<file path="config.mk">
export PLATFORM = sky130hd
export DESIGN_NAME = chnlbond
export DESIGN_NICKNAME = d
export VERILOG_FILES = /design/src/rtl/tmds_pkg.sv /design/src/rtl/chnlbond_fifo.sv /design/src/rtl/chnlbond.sv
export SDC_FILE = /design/constraint.sdc
export NUM_CORES = 1
export LEC_CHECK = 0
export ABC_CLOCK_PERIOD_IN_PS = 2250
export CAP_MARGIN = 10
export CELL_PAD_IN_SITES_DETAIL_PLACEMENT = 0
export CELL_PAD_IN_SITES_GLOBAL_PLACEMENT = 1
export CORE_ASPECT_RATIO = 0.75
export CORE_MARGIN = 2
export CORE_UTILIZATION = 54
export CTS_BUF_LIST = sky130_fd_sc_hd__clkbuf_8
export DETAILED_ROUTE_END_ITERATION = 10
export PLACE_DENSITY = 0.89
export SYNTH_ARGS = -nofsm -noshare
export SYNTH_HDL_FRONTEND = slang
export SYNTH_SLANG_ARGS = --single-unit
export TNS_END_PERCENT = 10
</file>
<file path="constraint.sdc">
create_clock -name clk -period 2.25 [get_ports clk]
set_clock_uncertainty 0.15 [all_clocks]
set_input_delay 0.225 -clock clk [delete_from_list [all_inputs] [get_ports clk]]
set_output_delay 0.225 -clock clk [all_outputs]
set_load 0.01 [all_outputs]
</file>
<file path="src/rtl/tmds_pkg.sv">
// Shared TMDS definitions: symbol width and the four control tokens.
// Used by the channel-bonding block and reused by the 10b/8b decoder.
package tmds_pkg;

  localparam int DW = 10;

  localparam logic [DW-1:0] CTRLTOKEN0 = 10'h354;
  localparam logic [DW-1:0] CTRLTOKEN1 = 10'h0AB;
  localparam logic [DW-1:0] CTRLTOKEN2 = 10'h154;
  localparam logic [DW-1:0] CTRLTOKEN3 = 10'h2AB;

  function automatic logic is_ctrl_token(input logic [DW-1:0] sym);
    return (sym == CTRLTOKEN0) || (sym == CTRLTOKEN1) ||
           (sym == CTRLTOKEN2) || (sym == CTRLTOKEN3);
  endfunction

endpackage

</file>
<file path="src/rtl/chnlbond_fifo.sv">
// Deskew buffer for one TMDS channel: 2^AW x DW RAM, synchronous write,
// asynchronous read. Contents are intentionally not reset.
module chnlbond_fifo #(
  parameter int AW = 4,
  parameter int DW = 10
) (
  input  logic          clk,
  input  logic          i_we,
  input  logic [AW-1:0] i_wa,
  input  logic [DW-1:0] i_wd,
  input  logic [AW-1:0] i_ra,
  output logic [DW-1:0] o_rd
);

  logic [DW-1:0] r_mem [2**AW];

  always_ff @(posedge clk) begin
    if (i_we) r_mem[i_wa] <= i_wd;
  end

  assign o_rd = r_mem[i_ra];

endmodule

</file>
<file path="src/rtl/chnlbond.sv">
// Per-channel TMDS deskew: parks the read pointer on the second blanking start
// and releases all three channels together. Optional macro: CHNLBOND_OVF_EN.
module chnlbond
  import tmds_pkg::*;
#(
  parameter int AW = 4,
  parameter int DW = 10
) (
  input  logic          clk,
  input  logic          reset_n,
  input  logic [DW-1:0] rawdata,
  input  logic          iamvld,
  input  logic          other_ch0_vld,
  input  logic          other_ch1_vld,
  input  logic          other_ch0_rdy,
  input  logic          other_ch1_rdy,
  output logic          iamrdy,
  output logic [DW-1:0] sdata
`ifdef CHNLBOND_OVF_EN
  ,
  output logic          ovf
`endif
);

  logic          w_vld;
  logic          w_all_rdy;
  logic          w_vld_rise;
  logic          w_rcvd_ctkn;
  logic          w_blnkbgn;
  logic          w_next_blnkbgn;
  logic [DW-1:0] w_rd;

  logic [AW-1:0] r_wa;
  logic [AW-1:0] r_ra;
  logic [DW-1:0] r_sdata;
  logic          r_iamrdy;
  logic          r_skip_line;
  logic          r_ra_en;
  logic          r_rcvd_ctkn_q;
  logic          r_rawdata_vld_q;

  assign w_vld          = iamvld & other_ch0_vld & other_ch1_vld;
  assign w_all_rdy      = r_iamrdy & other_ch0_rdy & other_ch1_rdy;
  assign w_vld_rise     = w_vld & ~r_rawdata_vld_q;
  assign w_rcvd_ctkn    = is_ctrl_token(r_sdata);
  assign w_blnkbgn      = w_rcvd_ctkn & ~r_rcvd_ctkn_q;
  assign w_next_blnkbgn = r_skip_line & w_blnkbgn;

  chnlbond_fifo #(
    .AW (AW),
    .DW (DW)
  ) u_fifo (
    .clk  (clk),
    .i_we (w_vld),
    .i_wa (r_wa),
    .i_wd (rawdata),
    .i_ra (r_ra),
    .o_rd (w_rd)
  );

  // Writer free-runs while valid; reader restarts at 0 whenever valid drops.
  always_ff @(posedge clk) begin
    if (!reset_n) begin
      r_wa <= '0;
      r_ra <= '0;
    end else begin
      if (w_vld) r_wa <= r_wa + AW'(1);
      if (!w_vld)       r_ra <= '0;
      else if (r_ra_en) r_ra <= r_ra + AW'(1);
    end
  end

  always_ff @(posedge clk) begin
    if (!reset_n) begin
      r_sdata         <= '0;
      r_rcvd_ctkn_q   <= 1'b0;
      r_rawdata_vld_q <= 1'b0;
    end else begin
      r_sdata         <= w_rd;
      r_rcvd_ctkn_q   <= w_rcvd_ctkn;
      r_rawdata_vld_q <= w_vld;
    end
  end

  // First blanking only arms skip_line, so bonding lands on a full line boundary.
  always_ff @(posedge clk) begin
    if (!reset_n) begin
      r_skip_line <= 1'b0;
      r_iamrdy    <= 1'b0;
      r_ra_en     <= 1'b0;
    end else if (!w_vld) begin
      r_skip_line <= 1'b0;
      r_iamrdy    <= 1'b0;
      r_ra_en     <= 1'b0;
    end else begin
      if (w_blnkbgn)      r_skip_line <= 1'b1;
      if (w_next_blnkbgn) r_iamrdy    <= 1'b1;
      if (w_vld_rise || w_all_rdy) r_ra_en <= 1'b1;
      else if (w_next_blnkbgn)     r_ra_en <= 1'b0;
    end
  end

  assign iamrdy = r_iamrdy;
  assign sdata  = r_sdata;

`ifdef CHNLBOND_OVF_EN
  logic w_ovf_hit;
  logic r_ovf;

  // Parked reader is about to be overwritten by the free-running writer.
  assign w_ovf_hit = w_vld & ~r_ra_en & ((r_wa + AW'(1)) == r_ra);

  always_ff @(posedge clk) begin
    if (!reset_n)       r_ovf <= 1'b0;
    else if (!w_vld)    r_ovf <= 1'b0;
    else if (w_ovf_hit) r_ovf <= 1'b1;
  end

  assign ovf = r_ovf;
`endif

endmodule

</file>
==> flow_metrics.py, run 1 <==
metrics = {
    "final_layout": {
        "antenna_cells": 0,
        "area_delta_synth_final_pct": 13.79,
        "fillers": 887,
        "drive_gt1_share_pct": 15.45,
        "final_nets": 488,
        "fin_area_mm2": 0.008103,
        "instances_no_fill": 650,
    },
    "yosys": {
        "ys.flop_type": "edfxtp_1",
        "yosysSeqAreaShare_pct": 73.94,
        "ys_seq_elements": 183,
        "ys_types": 38,
        "async_flop_share_pct": 0,
        "ys_top_cells_by_count": "edfxtp_1, mux2i_1, a22oi_1, dfxtp_1",
        "ys_top_cells_by_area": "edfxtp_1, mux2i_1, dfxtp_1, mux4_2, a22oi_1",
        "yosys.area.top_type_share_pct": 67.47,
        "syn_area_per_cell_um2": 17.54,
        "synth_top_area_cell": "edfxtp_1",
        "yosysMostFrequentCell": "edfxtp_1",
        "yosys_warnings": 0,
        "synth.cell_area_mm2": 0.007121,
        "synthCells": 406,
        "synth_edf_count": 160,
        "syn-num-nets": 428,
    },
    "setup_path": {
        "slowest_stage": "dfxtp_4",
        "crit_required_ns": 2.47,
        "cp.arrival_ns": 2.29,
        "startpoint_type": "flop",
        "crit_fanout": 25,
        "crit_path_cell_trace": "buf_4 > mux2i_1 > a22oi_1 > nand2_1 > o22ai_1",
        "worst_path_largest_cell_delay_ns": 0.66,
        "crit_type": "reg2reg",
        "endpoint_kind": "flop",
    },
    "clock_tree": {
        "cts_resized": 0,
        "clk_latency_ns": 0.46,
        "cts.path.max_buffers": 2,
        "cts_tree": "done",
        "cts_made_buffers": 17,
        "root_buffer": "clkbuf_8",
        "clk_pin_slew_ns": 0.10,
        "cts_hold_buf": 0,
        "postCtsSetupBuffers": 0,
        "cts.sinks": 183,
        "htreeDepth": 4,
    },
    "die": {
        "num_rows": 36,
        "initial_core_util_pct": 55.08,
        "coreArea_mm2": 0.01293,
        "chipHeight_um": 103.4,
        "dieArea_mm2": 0.01413,
        "ios": 28,
        "die_width_um": 136.6,
    },
    "grt": {
        "grt_max_degree": 26,
        "antenna_found_initial": 0,
        "grt_pass1_vias": 3656,
        "overflow": 0,
        "grt_use_total_pct": 22.42,
        "grt_pass1_wl_um": 21910,
    },
    "timing": {
        "slew-limit-headroom_pct": 46.50,
        "hold_violations": 0,
        "rsz0062_at_grt": "false",
        "fmax_mhz": 483.4,
        "period_minus_slack_ns": 2.069,
        "fin_tns_setup_ns": 0,
        "tightest_slew_ns": 0.8000,
        "fin_crit_sh_pct": 91.95,
        "fin_ws_ns": 0.1811,
        "drv_slew": 0,
        "setup_violations": 0,
    },
    "run_status": {
        "status": "finished clean",
    },
    "pwr": {
        "power_switching_mw": 1.291,
        "leakagePower_nw": 2.577,
        "internal-power_mw": 4.664,
        "p_seq_share_pct": 62.3,
        "powerDensity_mw_per_mm2": 734.9,
        "peakVddDrop_mv": 0.4298,
        "total_power_mw": 5.955,
        "clkPwrFrac_pct": 35.1,
        "switching_share_pct": 21.69,
        "comb_power_share_pct": 2.6,
    },
    "placement": {
        "place_ws_ns": 0.1584,
        "dpl.hpwl_um": 9812,
        "dp_cells": 618,
        "gp_congestion": 0.8959,
        "portBuffers": 27,
        "postPlaceCellArea_mm2": 0.007725,
    },
    "detailed_routing": {
        "drt_first_iter_violations": 518,
        "dr.pass1.iters": 5,
        "avgViaCountPerCell": 5.865,
        "drc": 0,
        "vias": 3812,
        "post_drt_wl_per_cell_um": 22.53,
        "ant_nets": 0,
        "routed_wl_um": 14640,
    },
    "worst_hold_path": {
        "hp-class": "in2reg",
    },
    "job": {
        "cap_violations": 0,
    },
}
[worst max-delay path, delay by kind of cell, from the launching register on]
| kind | cells | cell delay (ns) |
|---|---|---|
| multiplexers | 1 | 0.11 |
| AND/OR/NAND/NOR | 1 | 0.13 |
| AO/OA/AOI/OAI | 2 | 0.58 |
| flip-flops | 1 | 0.66 |
| buffers and inverters | 1 | 0.32 |
[sequential cells by signal, indices dropped and copies added, names as in the netlist]
register,cells
u_fifo.r_mem,160
sdata,10
r_ra,4
r_wa,4
iamrdy,1
r_ra_en,1
r_rawdata_vld_q,1
r_rcvd_ctkn_q,1
r_skip_line,1
[placed cells by master (no fill, tap or decap), types with 5 or more instances in the layout]
master | netlist | final
mux4_2 | 9 | 9
mux2i_1 | 53 | 53
edfxtp_1 | 160 | 160
nand3_1 | 7 | 7
mux4_1 | 6 | 6
clkdlybuf4s50_1 | 0 | 27
nor2_1 | 20 | 20
a21oi_1 | 5 | 5
clkbuf_8 | 0 | 17
nor2b_1 | 6 | 6
dfxtp_1 | 23 | 22
a22oi_1 | 23 | 23
ha_1 | 5 | 5
nand2_1 | 20 | 20
buf_4 | 1 | 33
[power by group through the flow]
stage	registers (mW)	clock network, mW	logic [mW]
floorplan	3.79	0	0.0388
global placement	3.79	0	0.153
detailed placement	3.79	0	0.159
CTS	3.71	2.13	0.158
global route	3.71	2.27	0.170
finish	3.71	2.09	0.158
[area by class of cell]
class | instances | area, µm² | share of cell area, %
Sequential cell | 183 | 5269 | 65.02
Multi-Input combinational cell | 200 | 1693 | 20.89
Timing Repair Buffer | 61 | 538.0 | 6.640
Clock buffer | 17 | 234.0 | 2.888
Tap cell | 171 | 214.0 | 2.641
Clock inverter | 15 | 143.9 | 1.776
Inverter | 3 | 11.26 | 0.1390
[final timing paths]
kind,start,slack [ns],endpoint,cells past startpoint
setup / recovery,r_ra[0]$_SDFFE_PN0P_,0.18,sdata[2]$_SDFF_PN0_,5
hold / removal,reset_n,0.31,r_rcvd_ctkn_q$_SDFF_PN0_,2
setup reg to reg,r_ra[0]$_SDFFE_PN0P_,0.18,sdata[2]$_SDFF_PN0_,5
hold reg to reg,r_skip_line$_SDFFE_PN0P_,0.34,r_skip_line$_SDFFE_PN0P_,1
[logic make-up (layout without fill, tap and decap cells)]
logic type | count (synthesis) | count (layout) | synth area share [%]
DFF | 183 | 183 | 73.94
and+or+nand+nor | 75 | 75 | 5.149
muxes | 68 | 68 | 12.51
AOI/OAI and AO/OA | 46 | 46 | 4.498
buffers and inverters | 23 | 96 | 2.284
xor gates and xnor gates | 6 | 6 | 0.7380
adders and majority gates | 5 | 5 | 0.8786
[metal layers]
metal / track usage, % / share of wire [%] / up-vias
li1: - / - / 1717
met1: 33.03 / 44 / 1881
met2: 32.00 / 44 / 193
met3: 7.018 / 10 / 21
met4: 7.612 / 1.6 / 0
met5: 0 / 0 / -
[metrics by stage]
| step | utilization, % | hold slack (ns) |
|---|---|---|
| floorplan | - | 0.1739 |
| global placement | 59.76 | 0.3140 |
| detailed placement | 59.76 | 0.3251 |
| CTS | 62.68 | 0.2828 |
| global route | 62.68 | 0.3196 |
| finish | 62.68 | 0.3137 |
Note: power is estimated with default switching activity, not from simulation.
==> run 2: changes to the inputs <==
--- a/config.mk
+++ b/config.mk
@@ -15,6 +15,7 @@
 export CTS_BUF_LIST = sky130_fd_sc_hd__clkbuf_8
 export DETAILED_ROUTE_END_ITERATION = 10
 export PLACE_DENSITY = 0.89
+export SLEW_MARGIN = 5
 export SYNTH_ARGS = -nofsm -noshare
 export SYNTH_HDL_FRONTEND = slang
 export SYNTH_SLANG_ARGS = --single-unit
==> results of run 2 <==
The final DEF is identical to that of run 1; final timing and power are the same.
==> run 3: changes to the inputs <==
--- a/config.mk
+++ b/config.mk
@@ -14,6 +14,7 @@
 export CORE_UTILIZATION = 54
 export CTS_BUF_LIST = sky130_fd_sc_hd__clkbuf_8
 export DETAILED_ROUTE_END_ITERATION = 10
+export HOLD_SLACK_MARGIN = 0.15
 export PLACE_DENSITY = 0.89
 export SLEW_MARGIN = 5
 export SYNTH_ARGS = -nofsm -noshare
==> results of run 3 <==
The final DEF is identical to that of run 1; final timing and power are the same.
==> RTL change 1, RTL diff (flow settings as in run 3) <==
`DW` is set to 10 in 3 places; all go to 20.
--- a/src/rtl/tmds_pkg.sv
+++ b/src/rtl/tmds_pkg.sv
@@ -2,7 +2,7 @@
 // Used by the channel-bonding block and reused by the 10b/8b decoder.
 package tmds_pkg;
 
-  localparam int DW = 10;
+  localparam int DW = 20;
 
   localparam logic [DW-1:0] CTRLTOKEN0 = 10'h354;
   localparam logic [DW-1:0] CTRLTOKEN1 = 10'h0AB;
--- a/src/rtl/chnlbond_fifo.sv
+++ b/src/rtl/chnlbond_fifo.sv
@@ -2,7 +2,7 @@
 // asynchronous read. Contents are intentionally not reset.
 module chnlbond_fifo #(
   parameter int AW = 4,
-  parameter int DW = 10
+  parameter int DW = 20
 ) (
   input  logic          clk,
   input  logic          i_we,
--- a/src/rtl/chnlbond.sv
+++ b/src/rtl/chnlbond.sv
@@ -4,7 +4,7 @@
   import tmds_pkg::*;
 #(
   parameter int AW = 4,
-  parameter int DW = 10
+  parameter int DW = 20
 ) (
   input  logic          clk,
   input  logic          reset_n,
Ports: changed (resized rawdata and sdata); port bits go from 28 to 48. No check against the original RTL was run, so the function may have changed too.
==> RTL change 1 against run 3 <==
- cell count is 93% higher
- worst setup slack better by 61 ps
- routed wire length is 110% higher
- synthesized area is 91% higher
- power is 110% higher
- global-route usage is 0.64 points higher
- sequential cell count is 170 higher
- cell area is 97% higher
- highest routed layer is now met5
==> RTL change 1: results (changes against run 3) <==
* Post-Layout Inst Area at 16000 sq um (+97%)
* Port Buf Inserts at 47 (+74%)
* Sequential area share after synthesis at 0.754 (+0.0148)
* CTS H-tree depth at 2 (-2)
* Status: finished clean
* Worst-path fanout max at 42 (+68%)
* Syn nets at 785 (+83%)
* Largest register FFs at 320 (+100%)
* Post-synth EDFFs at 320 (+100%)
* Net load switching power at 2.51 mW (+95%)
* Clock share of power at 0.409 (+0.058)
* Initial DRC count at 703 (+36%)
* Pre-CTS setup slack at 46.0 ps (-112 ps)
* Final HPWL DP at 19600 um (+100%)
* Relative slew slack at 0.465 (about the same)
* Initial antenna violation count at 1 (+1)
* Cts bufs inserted at 51 (+34)
* Gpl congestion at 0.836 (-6.7%)
* All-Layer GR Usage at 0.231 (+0.00637)
* Met1 Track Usage GR at 0.340 (+0.00970)
* Nets at 906 (+86%)
* Mapped Avg Cell Area at 18.1 sq um (+3.1%)
* Dpl cells at 1159 (+88%)
* Worst-skew pair later-pin latency at 560 ps (+100 ps)
* Crit path largest cell delay at 370 ps (-290 ps)
* Number of global-route vias before repair at 7242 (+98%)
* Top post-synthesis cells by count: 320 x edfxtp_1, 123 x mux2i_1, 57 x a22oi_1
* Layout cells sized above 1 at 0.180 (+0.0256)
* Cell Int Power at 10.2 mW (+120%)
* Global routing met2 resource utilization at 0.342 (+0.0216)
* Met1 WL at 13100 um (+100%)
* Largest net degree at the start of global routing at 43 (+65%)
* Met2 Wirelength at 13200 um (+110%)
* Leakage at 5.13 nW (+99%)
-- RTL change 1: changes by cell type after synthesis, sizes merged, moves of 8 or more --
cell    change
edfxtp    +160
mux2i      +70
a22oi      +34
nand2      +13
nand3      +13
o21ai      +12
buf        +11
nand2b     +11
dfxtp      +10
clkbuf      +9
o211ai      +8
-- RTL change 1: cell families after synthesis --
| group | share of synthesized area |
|---|---|
| adder cells (fa/ha/maj) | 0.00459 |
| multiplexers | 0.125 |
| flip-flops | 0.754 |
| buffers and inverters | 0.0240 |
| AO/OA/AOI/OAI | 0.0470 |
| AND/OR/NAND/NOR | 0.0409 |
| XOR/XNOR | 0.00386 |
-- RTL change 1: worst max-delay path, delay by kind of cell (launching register included) --
| kind | cells | cell delay [ps] |
|---|---|---|
| DFF | 1 | 370 |
| muxes | 1 | 150 |
| AOI/OAI and AO/OA | 2 | 560 |
| buffers and inverters | 2 | 470 |
| and+or+nand+nor | 1 | 180 |
-- RTL change 1: worst paths after layout --
check,endpoint,start,slack (ps),cells past startpoint
hold reg to reg,iamrdy$_SDFFE_PN0P_,iamrdy$_SDFFE_PN0P_,350,1
setup / recovery,sdata[18]$_SDFF_PN0_,r_ra[0]$_SDFFE_PN0P_,240,6
setup reg to reg,sdata[18]$_SDFF_PN0_,r_ra[0]$_SDFFE_PN0P_,240,6
hold / removal,r_ra_en$_SDFFE_PN0P_,other_ch0_rdy,270,5
-- RTL change 1: final cells by class --
cell class | count | area share
clock buffer | 63 | 0.0543
multi-input combinational | 356 | 0.193
timing repair buffer | 108 | 0.0691
clock inverter | 32 | 0.0130
inverter | 4 | 0.000939
sequential | 353 | 0.643
tap | 338 | 0.0265
==> RTL change 2, RTL diff (flow settings as in run 3) <==
Made on the original files. `r_sdata` no longer has a reset.
--- a/src/rtl/chnlbond.sv
+++ b/src/rtl/chnlbond.sv
@@ -72,14 +72,16 @@
 
   always_ff @(posedge clk) begin
     if (!reset_n) begin
-      r_sdata         <= '0;
       r_rcvd_ctkn_q   <= 1'b0;
       r_rawdata_vld_q <= 1'b0;
     end else begin
-      r_sdata         <= w_rd;
       r_rcvd_ctkn_q   <= w_rcvd_ctkn;
       r_rawdata_vld_q <= w_vld;
     end
+  end
+
+  always_ff @(posedge clk) begin
+    r_sdata <= w_rd;
   end
 
   // First blanking only arms skip_line, so bonding lands on a full line boundary.
Formal check against the unedited RTL: differs if reset_n is asserted again (counterexample within 4 cycles, from zero or initial values and one cycle with reset_n low); with reset_n held inactive, the same outputs for 10 cycles.
==> RTL change 2 against run 3 <==
- cell count is 11% lower
- global-route usage fell by 1.4 points
- sequential power about the same
- combinational power shrank 20%
- first-iteration DRC count decreased by 21%
- critical endpoint is now sdata[3]$_DFF_P_
- clock power increased by 10%
- worst setup slack improved by 100 ps
- power increased by 3.0%
- maximum frequency up 5.2%
- synthesized area decreased by 2.4%
- sequential cell count did not move
- routed wire length fell by 9.7%
- cell area down 1.6%
==> RTL change 2: results (changes against run 3) <==
* Hold Crit Depth at 1 (-1)
* Worst-skew pair later-pin latency at 440 ps (-20 ps)
* Sequential fraction of design power at 0.604 (-0.019)
* HP Class: reg -> reg
* All-Layer GR Usage at 0.211 (-0.0136)
* Layout cells sized above 1 at 0.196 (+0.0416)
* Reg2reg path depth at 4 (-1)
* Status: finished clean
* Gpl congestion at 0.788 (-12%)
* Leakage at 2.59 nW (+0.34%)
* Relative slew slack at 0.476 (+0.0114)
* Crit path largest cell delay at 640 ps (-20 ps)
* Initial DRC count at 407 (-21%)
* Number of global-route vias before repair at 3489 (-4.6%)
* Final HPWL DP at 8750 um (-11%)
* Combinational gate power at 127 uW (-20%)
* WL final at 13200 um (-9.7%)
* Met2 Wirelength at 6470 um (+0.51%)
* Met1 Track Usage GR at 0.292 (-0.0385)
* CP arrival at 2130 ps (-160 ps)
* R2R setup slack at 280 ps (+100 ps)
* Worst-path fanout max at 26 (+4.0%)
* Global routing met2 resource utilization at 0.346 (+0.0256)
* Top delay family on crit path: multiplexers
* Top post-synthesis cells by count: 160 x edfxtp_1, 27 x mux4_2, 23 x dfxtp_1
* Synth unique cells at 35 (-7.9%)
* Met1 WL at 5850 um (-9.6%)
RTL change 2: changes by cell type after synthesis, moves of 4 or more:
cell	change
nand3_1	-4
o21ai_1	-4
mux2i_1	-52
mux4_1	+7
mux4_2	+18
RTL change 2: metrics by stage:
step | worst slack (ps) | cells | power (mW) | area, sq um | util
2_1_floorplan | 298 | 345 | 3.82 | 6950 | -
5_1_grt | 194 | 579 | 6.30 | 7980 | 0.641
3_3_place_gp | 223 | 547 | 3.91 | 7550 | 0.607
3_5_place_dp | 77.0 | 547 | 3.91 | 7550 | 0.607
4_1_cts | 271 | 579 | 6.17 | 7980 | 0.641
6_report | 284 | 579 | 6.13 | 7980 | 0.641
RTL change 2: area by class of cell:
cell class | instances | area [sq um]
fillers | 827 | 4460
flip-flops and latches | 183 | 5270
clock inverters | 13 | 165
repair buffers | 52 | 483
well taps | 166 | 208
clock buffers | 19 | 262
multi-input cells | 143 | 1580
inverters | 3 | 11.3
